## src/rtl/ysyx_25030085_gpr_wb_pkg.sv

```systemverilog
// Shared types and constants for the NPC register file / write-back slice.
package ysyx_25030085_pkg;

  localparam int REG_ADDR_W = 5;

  typedef enum logic [1:0] {
    WB_ALU = 2'd0,
    WB_MEM = 2'd1,
    WB_PC4 = 2'd2,
    WB_IMM = 2'd3
  } wb_sel_e;

  typedef enum logic {
    WB_IDLE     = 1'b0,
    WB_WAIT_MEM = 1'b1
  } wb_state_e;

  typedef enum logic {
    DUMP_IDLE = 1'b0,
    DUMP_RUN  = 1'b1
  } dump_state_e;

  // RV32E builds leave the upper half of the index space unimplemented.
  function automatic logic idx_legal(input logic [REG_ADDR_W-1:0] idx, input int nr_regs);
    return (32'(idx) < 32'(nr_regs));
  endfunction

endpackage

```

## src/rtl/ysyx_25030085_gpr_wb_if.sv

```systemverilog
// Write-back request bus from the execute/memory stages into the register file.
interface ysyx_25030085_gpr_wb_if
  import ysyx_25030085_pkg::*;
#(
  parameter int XLEN = 32
) ();

  logic                  wb_valid;
  logic                  wb_ready;
  logic [REG_ADDR_W-1:0] wb_rd;
  wb_sel_e               wb_sel;
  logic [XLEN-1:0]       alu_result;
  logic [XLEN-1:0]       pc;
  logic [XLEN-1:0]       imm;
  logic                  mem_rvalid;
  logic [XLEN-1:0]       mem_rdata;

  modport master (
    output wb_valid, wb_rd, wb_sel, alu_result, pc, imm, mem_rvalid, mem_rdata,
    input  wb_ready
  );

  modport slave (
    input  wb_valid, wb_rd, wb_sel, alu_result, pc, imm, mem_rvalid, mem_rdata,
    output wb_ready
  );

endinterface

```

## src/rtl/ysyx_25030085_gpr_wb_dump.sv

```systemverilog
// Register dump sequencer: streams every architectural register, one per cycle.
module ysyx_25030085_gpr_dump
  import ysyx_25030085_pkg::*;
#(
  parameter int XLEN    = 32,
  parameter int NR_REGS = 32
) (
  input  logic                  clk,
  input  logic                  rst,
  input  logic                  i_dump_req,
  output logic [REG_ADDR_W-1:0] o_rd_idx,
  input  logic [XLEN-1:0]       i_rd_data,
  output logic                  o_dump_valid,
  output logic [REG_ADDR_W-1:0] o_dump_idx,
  output logic [XLEN-1:0]       o_dump_data,
  output logic                  o_dump_done
);

  localparam logic [REG_ADDR_W-1:0] LAST_IDX = REG_ADDR_W'(NR_REGS - 1);

  dump_state_e           r_state;
  logic [REG_ADDR_W-1:0] r_cnt;
  logic                  r_valid;
  logic [REG_ADDR_W-1:0] r_idx;
  logic [XLEN-1:0]       r_data;
  logic                  r_done;

  assign o_rd_idx     = r_cnt;
  assign o_dump_valid = r_valid;
  assign o_dump_idx   = r_idx;
  assign o_dump_data  = r_data;
  assign o_dump_done  = r_done;

  // Dump FSM; the array is sampled at the edge, so same-cycle writes are not yet visible.
  always_ff @(posedge clk) begin
    if (rst) begin
      r_state <= DUMP_IDLE;
      r_cnt   <= '0;
      r_valid <= 1'b0;
      r_idx   <= '0;
      r_data  <= '0;
      r_done  <= 1'b0;
    end else begin
      case (r_state)
        DUMP_IDLE: begin
          r_valid <= 1'b0;
          r_done  <= 1'b0;
          r_idx   <= '0;
          r_data  <= '0;
          if (i_dump_req) begin
            r_state <= DUMP_RUN;
            r_cnt   <= '0;
          end
        end
        DUMP_RUN: begin
          r_valid <= 1'b1;
          r_idx   <= r_cnt;
          r_data  <= i_rd_data;
          r_done  <= (r_cnt == LAST_IDX);
          r_cnt   <= r_cnt + 5'd1;
          if (r_cnt == LAST_IDX) begin
            r_state <= DUMP_IDLE;
          end
        end
        default: begin
          r_state <= DUMP_IDLE;
          r_valid <= 1'b0;
          r_done  <= 1'b0;
        end
      endcase
    end
  end

endmodule

```

## src/rtl/ysyx_25030085_gpr_wb.sv

```systemverilog
// GPR array with write-back source select, load-stall handshake and dump port.
// Optional same-cycle write bypass on the read ports: YSYX_25030085_GPR_BYPASS_EN.
module ysyx_25030085_gpr_wb
  import ysyx_25030085_pkg::*;
#(
  parameter int XLEN    = 32,
  parameter int NR_REGS = 32
) (
  input  logic                  clk,
  input  logic                  rst,
  input  logic [REG_ADDR_W-1:0] i_rs1_addr,
  input  logic [REG_ADDR_W-1:0] i_rs2_addr,
  output logic [XLEN-1:0]       o_rs1_data,
  output logic [XLEN-1:0]       o_rs2_data,
  ysyx_25030085_gpr_wb_if.slave wb,
  input  logic                  i_dump_req,
  output logic                  o_dump_valid,
  output logic [REG_ADDR_W-1:0] o_dump_idx,
  output logic [XLEN-1:0]       o_dump_data,
  output logic                  o_dump_done
);

  localparam int IDX_W = $clog2(NR_REGS);

  logic [XLEN-1:0]       r_regs [NR_REGS];
  wb_state_e             r_wb_state;
  logic [REG_ADDR_W-1:0] r_pend_rd;
  logic                  r_wb_ready;

  logic                  w_commit_en;
  logic [REG_ADDR_W-1:0] w_commit_rd;
  logic [XLEN-1:0]       w_commit_data;
  logic                  w_load_wait;
  logic                  w_wr_en;
  logic                  w_byp_en;
  logic [REG_ADDR_W-1:0] w_dump_rd_idx;
  logic [XLEN-1:0]       w_dump_rd_data;

  function automatic logic [XLEN-1:0] read_mux(
    input logic [REG_ADDR_W-1:0] addr,
    input logic [XLEN-1:0]       stored,
    input logic                  byp_en,
    input logic [REG_ADDR_W-1:0] byp_rd,
    input logic [XLEN-1:0]       byp_data
  );
    logic [XLEN-1:0] v;
    if ((addr == 5'd0) || !idx_legal(addr, NR_REGS)) begin
      v = '0;
    end else if (byp_en && (byp_rd == addr)) begin
      v = byp_data;
    end else begin
      v = stored;
    end
    return v;
  endfunction

  // Select what (if anything) commits to the array at the next edge.
  always_comb begin
    w_commit_en   = 1'b0;
    w_commit_rd   = wb.wb_rd;
    w_commit_data = wb.alu_result;
    w_load_wait   = 1'b0;
    if (r_wb_state == WB_WAIT_MEM) begin
      w_commit_en   = wb.mem_rvalid;
      w_commit_rd   = r_pend_rd;
      w_commit_data = wb.mem_rdata;
    end else if (wb.wb_valid) begin
      case (wb.wb_sel)
        WB_ALU: begin
          w_commit_en   = 1'b1;
          w_commit_data = wb.alu_result;
        end
        WB_MEM: begin
          w_commit_en   = wb.mem_rvalid;
          w_commit_data = wb.mem_rdata;
          w_load_wait   = !wb.mem_rvalid;
        end
        WB_PC4: begin
          w_commit_en   = 1'b1;
          w_commit_data = wb.pc + {{(XLEN-3){1'b0}}, 3'd4};
        end
        WB_IMM: begin
          w_commit_en   = 1'b1;
          w_commit_data = wb.imm;
        end
        default: begin
          w_commit_en = 1'b0;
        end
      endcase
    end else begin
      w_commit_en = 1'b0;
    end
  end

  assign w_wr_en = w_commit_en && (w_commit_rd != 5'd0) && idx_legal(w_commit_rd, NR_REGS);

`ifdef YSYX_25030085_GPR_BYPASS_EN
  assign w_byp_en = w_wr_en;
`else
  assign w_byp_en = 1'b0;
`endif

  // Register array storage.
  always_ff @(posedge clk) begin
    if (rst) begin
      for (int i = 0; i < NR_REGS; i++) begin
        r_regs[i] <= '0;
      end
    end else if (w_wr_en) begin
      r_regs[w_commit_rd[IDX_W-1:0]] <= w_commit_data;
    end
  end

  // Write-back FSM; ready is registered alongside the state.
  always_ff @(posedge clk) begin
    if (rst) begin
      r_wb_state <= WB_IDLE;
      r_pend_rd  <= '0;
      r_wb_ready <= 1'b1;
    end else begin
      case (r_wb_state)
        WB_IDLE: begin
          if (w_load_wait) begin
            r_wb_state <= WB_WAIT_MEM;
            r_pend_rd  <= wb.wb_rd;
            r_wb_ready <= 1'b0;
          end
        end
        WB_WAIT_MEM: begin
          if (wb.mem_rvalid) begin
            r_wb_state <= WB_IDLE;
            r_wb_ready <= 1'b1;
          end
        end
        default: begin
          r_wb_state <= WB_IDLE;
          r_wb_ready <= 1'b1;
        end
      endcase
    end
  end

  assign wb.wb_ready = r_wb_ready;

  assign o_rs1_data = read_mux(i_rs1_addr, r_regs[i_rs1_addr[IDX_W-1:0]],
                               w_byp_en, w_commit_rd, w_commit_data);
  assign o_rs2_data = read_mux(i_rs2_addr, r_regs[i_rs2_addr[IDX_W-1:0]],
                               w_byp_en, w_commit_rd, w_commit_data);

  assign w_dump_rd_data = idx_legal(w_dump_rd_idx, NR_REGS) ?
                          r_regs[w_dump_rd_idx[IDX_W-1:0]] : '0;

  ysyx_25030085_gpr_dump #(
    .XLEN    (XLEN),
    .NR_REGS (NR_REGS)
  ) u_dump (
    .clk          (clk),
    .rst          (rst),
    .i_dump_req   (i_dump_req),
    .o_rd_idx     (w_dump_rd_idx),
    .i_rd_data    (w_dump_rd_data),
    .o_dump_valid (o_dump_valid),
    .o_dump_idx   (o_dump_idx),
    .o_dump_data  (o_dump_data),
    .o_dump_done  (o_dump_done)
  );

endmodule
```

## src/flat_wrapper.sv

```systemverilog
// flat-port wrapper written by rule: the top's interface ports become plain ports
module ysyx_25030085_gpr_wb_flat import ysyx_25030085_pkg::*;
#(
  parameter int XLEN    = 32,
  parameter int NR_REGS = 32
)
  (clk, rst, i_rs1_addr, i_rs2_addr, o_rs1_data, o_rs2_data, i_dump_req, o_dump_valid, o_dump_idx, o_dump_data, o_dump_done, wb_wb_valid, wb_wb_rd, wb_wb_sel, wb_alu_result, wb_pc, wb_imm, wb_mem_rvalid, wb_mem_rdata, wb_wb_ready);
  ysyx_25030085_gpr_wb_if #(.XLEN(XLEN)) wb_i ();
  input  logic clk;
  input  logic rst;
  input  logic [REG_ADDR_W-1:0] i_rs1_addr;
  input  logic [REG_ADDR_W-1:0] i_rs2_addr;
  output logic [XLEN-1:0] o_rs1_data;
  output logic [XLEN-1:0] o_rs2_data;
  input  logic i_dump_req;
  output logic o_dump_valid;
  output logic [REG_ADDR_W-1:0] o_dump_idx;
  output logic [XLEN-1:0] o_dump_data;
  output logic o_dump_done;
  input wire logic [$bits(wb_i.wb_valid)-1:0] wb_wb_valid;
  input wire logic [$bits(wb_i.wb_rd)-1:0] wb_wb_rd;
  input wire logic [$bits(wb_i.wb_sel)-1:0] wb_wb_sel;
  input wire logic [$bits(wb_i.alu_result)-1:0] wb_alu_result;
  input wire logic [$bits(wb_i.pc)-1:0] wb_pc;
  input wire logic [$bits(wb_i.imm)-1:0] wb_imm;
  input wire logic [$bits(wb_i.mem_rvalid)-1:0] wb_mem_rvalid;
  input wire logic [$bits(wb_i.mem_rdata)-1:0] wb_mem_rdata;
  output wire logic [$bits(wb_i.wb_ready)-1:0] wb_wb_ready;
  assign wb_i.wb_valid = wb_wb_valid;
  assign wb_i.wb_rd = wb_wb_rd;
  assign wb_i.wb_sel = wb_wb_sel;
  assign wb_i.alu_result = wb_alu_result;
  assign wb_i.pc = wb_pc;
  assign wb_i.imm = wb_imm;
  assign wb_i.mem_rvalid = wb_mem_rvalid;
  assign wb_i.mem_rdata = wb_mem_rdata;
  assign wb_wb_ready = wb_i.wb_ready;
  ysyx_25030085_gpr_wb #(.XLEN(XLEN), .NR_REGS(NR_REGS)) u_core (.clk(clk), .rst(rst), .i_rs1_addr(i_rs1_addr), .i_rs2_addr(i_rs2_addr), .o_rs1_data(o_rs1_data), .o_rs2_data(o_rs2_data), .wb(wb_i), .i_dump_req(i_dump_req), .o_dump_valid(o_dump_valid), .o_dump_idx(o_dump_idx), .o_dump_data(o_dump_data), .o_dump_done(o_dump_done));
endmodule
```

## config.mk

```make
export PLATFORM = sky130hd
export DESIGN_NAME = ysyx_25030085_gpr_wb_flat
export DESIGN_NICKNAME = d
export VERILOG_FILES = /design/src/rtl/ysyx_25030085_gpr_wb_pkg.sv /design/src/rtl/ysyx_25030085_gpr_wb_if.sv /design/src/rtl/ysyx_25030085_gpr_wb_dump.sv /design/src/rtl/ysyx_25030085_gpr_wb.sv /design/src/flat_wrapper.sv
export SDC_FILE = /design/constraint.sdc
export NUM_CORES = 2
export LEC_CHECK = 0
export BUFFER_PORTS_ARGS = -buffer_cell sky130_fd_sc_hd__buf_2
export CORE_UTILIZATION = 60
export DETAILED_ROUTE_END_ITERATION = 10
export PLACE_DENSITY_LB_ADDON = 0.1
export SYNTH_ARGS = -nofsm -noshare
export SYNTH_HDL_FRONTEND = slang
export SYNTH_SLANG_ARGS = --single-unit
```

## constraint.sdc

```tcl
create_clock -name clk -period 7.75 [get_ports clk]
set_input_delay 1.9375 -clock clk [delete_from_list [all_inputs] [get_ports clk]]
set_output_delay 1.9375 -clock clk [all_outputs]
set_load 0.05 [all_outputs]
```

==> run_results.csv <==
group,metric,value,unit
placed_design,port_buffers,253,
global_routing,gr-total-overflow,0,
yosys,synth_top_family_by_area,"multiplexers",
route,remaining_drc_errors,0,
yosys,synth_fa_ha_area_share,0.0592,%
finish,syn_to_final_growth,11.2,%
clock_network,cts_root_buf,"clkbuf_16",
die,rows,118,
worst_setup_path,crit_fanout,45,
route,routed_wl,236000,um
yosys,synthSimpleGateAreaFrac,9.32,%
route,num_vias,46600,
yosys,synth.area.top_cells,"edfxtp_1 (48%), mux4_2 (31%), nor2_1 (5.9%)",
power,p_switching,4.18,mW
yosys,synth_edf_count,1024,
sta,slew_headroom,2.10,%
clock_network,cts-htree-levels,3,
clock_network,cts_inserted_buffers,114,
worst_setup_path,cp-end-kind,"output pin",
die,core_area,0.104,mm^2
die,dieHeight,327,um
yosys,synth-xor-area-share,0.0967,%
clock_network,clkSinkCount,1081,
die,ios,254,
clock_network,clkSlewWorstSetupHoldPaths,60,ps
finish,stdcell_area,0.0705,mm^2
outcome,failed_checks,"capacitance limit",
global_routing,grtUsageTotal,44.8,%
route,drtAntennaViolNets,0,
power,leakagePower,23.8,nW
placed_design,dpl-instance-area,0.0667,mm^2
clock_network,clockBufferDepth,3,
finish,final_cell_mix,"edfxtp_1 (1024), nor2_1 (995), mux4_2 (864), buf_2 (242), buf_4 (194)",
finish,layout_commonest_cell,"edfxtp_1",
power,total_power,15.1,mW
finish,final_cells,5928,
sta,finalHoldViolCount,0,
power,p_comb_share,16.8,%
sta,finalCritPeriodShare,94.3,%
yosys,synth_top_area_cell,"edfxtp_1",
clock_network,cts_setup_buffers,0,
yosys,ys.flop_type,"edfxtp_1",
power,power_density,214,mW/mm^2
worst_setup_path,worstPathArrival,5370,ps
clock_network,ctsHoldBuffers,0,
route,wire_per_inst,39.9,um
yosys,syn_inst,4332,
placed_design,dpl.cell_count,5712,
yosys,synthMuxAreaShare,32.2,%
global_routing,first_global_vias,45600,
route,first_iter_violations,8246,
sta,final-setup-viol-count,0,
global_routing,grt_max_degree,130,
sta,tightestPinTransition,1460,ps
yosys,synth.avg_cell_area,14.6,um^2
placed_design,dpl.hpwl,146000,um
yosys,synth_compound_area_share,4.16,%
clock_network,cts.repair.resized,0,
finish,drive_above_1_share,35.9,%
worst_setup_path,cp.required,5810,ps
global_routing,antenna_found_initial,3,
yosys,yosysSeqAreaShare,50.3,%
run,cap_violations,1,
power,seq_power_share,45.2,%
placed_design,place.gp.congestion,1.02,
global_routing,grt_pass1_wl,333000,um
yosys,synthArstFlopShare,0,%
worst_setup_path,cp-start-kind,"primary input",
clock_network,insertion_delay,740,ps
die,die_w,327,um
outcome,outcome,"finished, violations left",
hold_path,worst_hold_path_type,"reg2reg",
finish,fin_util,67.8,%
route,dr.pass1.iters,9,
sta,setup_tns,0,ps
yosys,ys_types,76,
sta,slew_viol_final,0,
yosys,syn-cell-area,0.0634,mm^2
die,dieArea,0.107,mm^2
finish,layout.nets,4601,
worst_setup_path,critical_path_class,"in2out",
yosys,synth_top_area_share,48.5,%
sta,max_freq,137,MHz
power,internal_power,10.9,mW
die,start_util,60.9,%
yosys,synth_seq_cells,1081,
power,p_clk_share,38.1,%
sta,rsz0062_at_grt,"no",
yosys,yosysWarnings,0,
route,viasPerCell,7.86,
sta,period_needed,7310,ps
power,swShare,27.7,%
clock_network,tritoncts,"done",
power,ir_drop,222,uV
sta,fin_worst_skew,34.4,ps
[through the flow]
stage / hold WS (ps) / setup WS (ps)
finish: 497 / 439
global route: 508 / 399
CTS: 495 / 668
detailed placement: 490 / 684
global placement: 465 / 698
floorplan: 451 / 178
[layer usage]
layer	vias to the layer above	part of all wire (%)	global-route usage, %
li1	17600	-	-
met1	23200	31	56.4
met2	4808	44	65.1
met3	972	16	14.5
met4	0	9.4	34.4
met5	-	0	0
[synth_stat cells, types with 4 or more instances]
| master | instances |
|---|---|
| and3_1 | 6 |
| a31oi_1 | 8 |
| clkbuf_1 | 291 |
| and2_1 | 9 |
| mux4_2 | 864 |
| nand2b_1 | 41 |
| mux2i_1 | 77 |
| nor2_1 | 995 |
| buf_1 | 32 |
| buf_4 | 19 |
| nor3_1 | 56 |
| nor2b_1 | 65 |
| inv_1 | 83 |
| a21boi_0 | 4 |
| nor3b_1 | 4 |
| nor4_1 | 55 |
| o22ai_1 | 33 |
| o31ai_1 | 4 |
| nand2_1 | 63 |
| edfxtp_1 | 1024 |
| a2111oi_0 | 32 |
| nand3_1 | 18 |
| or3_1 | 7 |
| nand4_1 | 9 |
| a21oi_1 | 21 |
| and4_1 | 5 |
| nor4b_1 | 4 |
| a211oi_1 | 11 |
| dfxtp_1 | 57 |
| or4_1 | 6 |
| xnor2_1 | 4 |
| buf_6 | 5 |
| o21bai_1 | 4 |
| o21ai_0 | 42 |
| mux2_2 | 16 |
| o221ai_1 | 66 |
| o21a_1 | 7 |
| a221oi_1 | 66 |
| buf_2 | 145 |
| a32oi_1 | 4 |
| a22oi_1 | 16 |
[registers in the layout (all words and copies together), names as in the netlist, named ones only]
register,cells
u_core.wb.wb_ready,1
u_core.u_dump.o_dump_idx,5
u_core.u_dump.o_dump_valid,1
u_core.u_dump.o_dump_done,1
u_core.r_wb_state,1
u_core.u_dump.o_dump_data,32
u_core.r_regs,1024
u_core.u_dump.o_rd_idx,5
u_core.r_pend_rd,5
u_core.u_dump.r_state,1
[final timing paths]
kind | cells past startpoint | startpoint | slack, ps | endpoint
worst max-delay path | 7 | i_rs1_addr[0] | 440 | o_rs1_data[19]
worst min-delay path | 1 | u_core.u_dump.o_rd_idx[3] | 500 | u_core.u_dump.o_dump_idx[3]
worst min register to register | 1 | u_core.u_dump.o_rd_idx[3] | 500 | u_core.u_dump.o_dump_idx[3]
worst max register to register | 8 | u_core.r_wb_state | 3140 | u_core.r_regs[31][30]
[logic make-up after synthesis]
kind of cell	count (synthesis)
mux	957
compound gates	345
flops	1081
xor+xnor	7
other cells	1
buf+inv	577
fa+ha+maj	3
simple gates	1361
[worst max-delay path, stage by stage]
cell and delay (ps):
buf_8 380, buf_12 350, nand2b_1 510, o22ai_1 220, a2111oi_1 1290, buf_4 260
buf_2 260
[final cells by class]
| cell class | count | area, um^2 |
|---|---|---|
| fill | 7256 | 33600 |
| sequential | 1081 | 31900 |
| multi-input combinational | 2705 | 29600 |
| clock buffer | 153 | 3150 |
| timing repair buffer | 462 | 3150 |
| tap | 1380 | 1730 |
| clock inverter | 61 | 718 |
| inverter | 84 | 315 |
| antenna | 2 | 5.00 |
[power by group through the flow]
| stage | clock network [mW] | registers (mW) | logic (mW) |
|---|---|---|---|
| 6_report | 5.75 | 6.83 | 2.53 |
| 3_5_place_dp | 0 | 6.93 | 2.46 |
| 4_1_cts | 5.75 | 6.81 | 2.46 |
| 2_1_floorplan | 0 | 6.89 | 1.57 |
| 3_3_place_gp | 0 | 6.91 | 2.44 |
| 5_1_grt | 5.94 | 6.85 | 2.57 |
Power figures use the tool's default switching activity.
